<file path="config.mk">
export PLATFORM = sky130hd
export DESIGN_NAME = mem_arbiter
export DESIGN_NICKNAME = d
export VERILOG_FILES = /design/src/rtl/mem_arbiter.sv
export SDC_FILE = /design/constraint.sdc
export NUM_CORES = 1
export LEC_CHECK = 0
export CAP_MARGIN = 0
export CORE_UTILIZATION = 44
export DETAILED_ROUTE_END_ITERATION = 12
export GPL_ROUTABILITY_DRIVEN = 0
export PLACE_DENSITY = 0.83
export RECOVER_POWER = 100
export SYNTH_ARGS = -nofsm -noshare
export SYNTH_HDL_FRONTEND = slang
export SYNTH_SLANG_ARGS = --single-unit
</file>
<file path="constraint.sdc">
create_clock -name clk -period 2.2 [get_ports clk]
set_input_delay 0.44 -clock clk [delete_from_list [all_inputs] [get_ports clk]]
set_output_delay 0.44 -clock clk [all_outputs]
set_load 0.05 [all_outputs]
</file>
<file path="src/rtl/mem_arbiter.sv">
// Fetch/data arbiter for one shared single-port memory, one access in flight.
// Define MEM_ARB_RR_EN for round-robin; otherwise data has strict priority.
module mem_arbiter #(
   parameter int unsigned TIMEOUT_CYCLES = 16
) (
   input  logic        clk,
   input  logic        rst_n,
   input  logic        if_req,
   input  logic [31:0] if_addr,
   output logic        if_gnt,
   output logic        if_rvalid,
   output logic [31:0] if_rdata,
   output logic        if_err,
   input  logic        d_req,
   input  logic        d_we,
   input  logic [3:0]  d_be,
   input  logic [31:0] d_addr,
   input  logic [31:0] d_wdata,
   output logic        d_gnt,
   output logic        d_rvalid,
   output logic [31:0] d_rdata,
   output logic        d_err,
   output logic        mem_req,
   output logic        mem_we,
   output logic [3:0]  mem_be,
   output logic [31:0] mem_addr,
   output logic [31:0] mem_wdata,
   input  logic        mem_ack,
   input  logic [31:0] mem_rdata
);

   typedef enum logic [1:0] {IDLE, BUSY_IF, BUSY_D} state_e;

   localparam logic [7:0] TO_LAST = 8'(TIMEOUT_CYCLES - 1);

   state_e      state_q, state_d;
   logic [7:0]  cnt_q, cnt_d;
   logic        rr_q, rr_d;
   logic [31:0] addr_q, addr_d;
   logic        we_q, we_d;
   logic [3:0]  be_q, be_d;
   logic [31:0] wdata_q, wdata_d;
   logic        if_rvalid_q, if_rvalid_d;
   logic [31:0] if_rdata_q, if_rdata_d;
   logic        if_err_q, if_err_d;
   logic        d_rvalid_q, d_rvalid_d;
   logic [31:0] d_rdata_q, d_rdata_d;
   logic        d_err_q, d_err_d;
   logic        pick_d, pick_if, done, busy;
   logic [31:0] ret_data;

   always_comb begin
`ifdef MEM_ARB_RR_EN
      pick_d = d_req & (~if_req | rr_q);
`else
      pick_d = d_req;
`endif
      pick_if = if_req & ~pick_d;
   end

   always_comb begin
      state_d     = state_q;
      cnt_d       = cnt_q;
      rr_d        = rr_q;
      addr_d      = addr_q;
      we_d        = we_q;
      be_d        = be_q;
      wdata_d     = wdata_q;
      if_rvalid_d = 1'b0;
      if_rdata_d  = if_rdata_q;
      if_err_d    = if_err_q;
      d_rvalid_d  = 1'b0;
      d_rdata_d   = d_rdata_q;
      d_err_d     = d_err_q;
      if_gnt      = 1'b0;
      d_gnt       = 1'b0;
      // Ack beats timeout when both land in the same cycle.
      done        = mem_ack | (cnt_q == TO_LAST);
      ret_data    = (mem_ack & ~we_q) ? mem_rdata : 32'h0;
      unique case (state_q)
         IDLE: begin
            cnt_d = 8'h0;
            if (pick_d) begin
               d_gnt   = rst_n;
               state_d = BUSY_D;
               rr_d    = 1'b0;
               addr_d  = d_addr;
               we_d    = d_we;
               be_d    = d_be;
               wdata_d = d_wdata;
            end else if (pick_if) begin
               if_gnt  = rst_n;
               state_d = BUSY_IF;
               rr_d    = 1'b1;
               addr_d  = if_addr;
               we_d    = 1'b0;
               be_d    = 4'b1111;
               wdata_d = 32'h0;
            end
         end
         BUSY_IF: begin
            if (done) begin
               state_d     = IDLE;
               if_rvalid_d = 1'b1;
               if_rdata_d  = ret_data;
               if_err_d    = ~mem_ack;
            end else begin
               cnt_d = cnt_q + 8'h1;
            end
         end
         BUSY_D: begin
            if (done) begin
               state_d    = IDLE;
               d_rvalid_d = 1'b1;
               d_rdata_d  = ret_data;
               d_err_d    = ~mem_ack;
            end else begin
               cnt_d = cnt_q + 8'h1;
            end
         end
         default: state_d = IDLE;
      endcase
   end

   always_ff @(posedge clk or negedge rst_n) begin
      if (!rst_n) begin
         state_q     <= IDLE;
         cnt_q       <= 8'h0;
         rr_q        <= 1'b1;
         addr_q      <= 32'h0;
         we_q        <= 1'b0;
         be_q        <= 4'h0;
         wdata_q     <= 32'h0;
         if_rvalid_q <= 1'b0;
         if_rdata_q  <= 32'h0;
         if_err_q    <= 1'b0;
         d_rvalid_q  <= 1'b0;
         d_rdata_q   <= 32'h0;
         d_err_q     <= 1'b0;
      end else begin
         state_q     <= state_d;
         cnt_q       <= cnt_d;
         rr_q        <= rr_d;
         addr_q      <= addr_d;
         we_q        <= we_d;
         be_q        <= be_d;
         wdata_q     <= wdata_d;
         if_rvalid_q <= if_rvalid_d;
         if_rdata_q  <= if_rdata_d;
         if_err_q    <= if_err_d;
         d_rvalid_q  <= d_rvalid_d;
         d_rdata_q   <= d_rdata_d;
         d_err_q     <= d_err_d;
      end
   end

   assign busy      = (state_q != IDLE);
   assign mem_req   = busy;
   assign mem_we    = busy & we_q;
   assign mem_be    = busy ? be_q : 4'h0;
   assign mem_addr  = busy ? addr_q : 32'h0;
   assign mem_wdata = busy ? wdata_q : 32'h0;
   assign if_rvalid = if_rvalid_q;
   assign if_rdata  = if_rdata_q;
   assign if_err    = if_err_q;
   assign d_rvalid  = d_rvalid_q;
   assign d_rdata   = d_rdata_q;
   assign d_err     = d_err_q;

endmodule

</file>
==> impl_metrics.ini <==
[timing]
period_share_pct = 97.09
period_needed_ns = 2.136
max_freq_mhz = 468.2
holdWs_ns = 0.3802
setup_viol = 0
finalMaxSlewViolations = 0
worst_slew_pin_slew_ns = 1.299
fin_worst_skew_ns = 0.007728
hold_violations = 0
final.setup.tns_ns = 0
max_slew_margin_pct = 13.40
fin_ws_ns = 0.06407
rsz0062_at_grt = yes

[floorplanning]
die_area_mm2 = 0.01669
core_mm2 = 0.01583
die_y_um = 129.2
die_x_um = 129.2
io_pins = 278
start_util_pct = 44.96
rows = 46

[setup_path]
end_kind = output port
startpoint_type = flop
cp.required_ns = 1.76
rrSetupSlack_ns = 0.41
worstSetupPathType = reg -> out
worstPathArrival_ns = 1.70
r2r_cells = 5
worstReg2RegEnd = d_rdata[24]
r2r_start = cnt_q[0]
path_max_fanout = 15

[yosys]
synth_ff_type = dfrtp_1
synth.net_count = 810
yosys_register_bits = 147
synth_edf_count = 0
async_flop_share_pct = 100.0
netlist_top_cells_area = dfrtp_1 52%, nor2b_1 12%, a211o_1 7.9%, and3_1 6.0%, mux2i_1 4.6%
synth_top_area_share_pct = 51.69
syn-instance-count = 668
yosysSeqAreaShare_pct = 51.69
synth_most_common_cell = dfrtp_1
synth_area_mm2 = 0.007117
ys_warn_count = 0
synth_common_cells = 147 x dfrtp_1, 137 x nor2b_1, 68 x and3_1
avgSynthCellArea_um2 = 10.65
yosys.area.top_type = dfrtp_1
synth_cell_types = 34

[power_and_ir_drop]
leakagePower_nw = 4.873
pwr_density_cell_mw_per_mm2 = 1586
peakVddDrop_uv = 1321

[routing]
post_drt_via_cell_ratio = 5.265
wl_per_cell_um = 17.30
drc = 0
drt-initial-drc-count = 308
final_antenna_net_count = 0
vias = 6086
firstDrtPassIters = 4
wirelength_um = 20000

[clock_tree]
path_clk_slew_ns = 0.06
cts_tree = done
cts_sinks = 147
cts-buffers-inserted = 17
clk_latency_ns = 0.42
ctsHtreeMaxLevel = 4
clockBufferDepth = 2
hold_buffers = 0
clockRootBuffer = clkbuf_16

[flow_run]
cap_violations = 0

[hold_path]
hold_path.class = in -> async

[global_routing]
antenna_found_initial = 0
met2_usage_pct = 40.42
groute.usage.overall_pct = 24.43
busiest_layer = met2
grt_pass1_wl_um = 31310
use_met1_pct = 29.42
overflow = 0
grt_pass1_vias = 6047
use_met3_pct = 7.803
grt_max_degree = 68

[cells_and_area]
fillers = 1241
fin_cells = 1156
syn_to_final_growth_pct = 50.10
finalNetCount = 1069
diodes = 0
final_core_util_pct = 67.49
layout-drive-gt1-share_pct = 14.79

[placement]
portBuffers = 277
place_hpwl_um = 13920
dp.cells = 1121
post-place-ws_ns = -0.05603

[status]
outcome = finished clean
-- per-layer routing --
metal | routed length, µm | up-vias
met5 | 0 | -
met4 | 515 | 0
met3 | 1537 | 31
met2 | 9790 | 231
met1 | 8160 | 2930
li1 | - | 2894
-- placed cells by master, fill, tap and decap left out, types with 8 or more instances in the layout --
| master | instances |
|---|---|
| nand2_1 | 39 |
| and3_1 | 67 |
| clkdlybuf4s50_1 | 203 |
| mux2i_1 | 33 |
| dfrtp_1 | 147 |
| o21ai_0 | 33 |
| nand3_1 | 8 |
| buf_12 | 11 |
| clkbuf_16 | 19 |
| a211o_1 | 64 |
| a22o_1 | 33 |
| buf_4 | 70 |
| nor2b_1 | 130 |
-- power by group --
part / switching, mW / internal (mW) / leakage [nW]
combinational: 6.15 / 3.54 / 2.90
clock: 1.08 / 1.67 / 0.279
sequential: 0.697 / 3.81 / 1.69
-- state kept, by name, indices dropped and copies added (netlist names) --
register,flops
addr_q,32
d_rdata,32
if_rdata,32
wdata_q,32
cnt_q,8
be_q,4
state_q,2
d_err,1
d_rvalid,1
if_err,1
if_rvalid,1
we_q,1
-- worst max-delay path by stage --
stage | start | endpoint | slack, ns | cells after the start
3_3_place_gp | mem_ack | d_rdata[6] | -0.05 | 4
6_report | state_q[1] | d_gnt | 0.06 | 5
4_1_cts | state_q[0] | d_gnt | -0.005 | 5
2_1_floorplan | state_q[0] | mem_addr[0] | -0.01 | 5
5_1_grt | state_q[0] | mem_wdata[30] | 0.005 | 5
3_5_place_dp | mem_ack | d_rdata[9] | -0.06 | 4
-- critical path: stages, from the launching register on --
cell and delay, ns:
dfrtp_1 0.42, inv_2 0.10, ha_4 0.24, buf_12 0.17, and3_4 0.20, buf_12 0.13
-- cell families after synthesis --
family                     synth area share (%)
adders and majority gates                0.7033
and+or+nand+nor                           22.31
AOI/OAI and AO/OA                         16.98
DFF                                       51.69
buffers and inverters                     3.674
muxes                                     4.641
-- per-stage QoR --
step	total power [mW]	area (µm²)
floorplan	10.78	7117
global placement	13.83	10010
detailed placement	14.00	10010
CTS	16.89	10620
global route	17.85	10680
finish	16.94	10680
-- what timing repair did --
action / in CTS / in global routing
gates resized for setup: 9 / 7
hold endpoints to repair: 0 / 0
setup buffers: 0 / 1
gates cloned: 0 / 2
pin swaps: 0 / 1
endpoints found under the setup margin: 44 / 46
-- layout make-up --
cell class,count,area (µm²),share of cell area [%]
multi-input cells,462,3248,30.41
repair buffers,295,2904,27.18
well taps,216,270.3,2.530
clock buffers,23,488.0,4.568
flip-flops and latches,147,3679,34.43
clock inverters,9,78.83,0.7379
inverters,4,15.01,0.1405
Note: power is estimated with default switching activity, not from simulation.
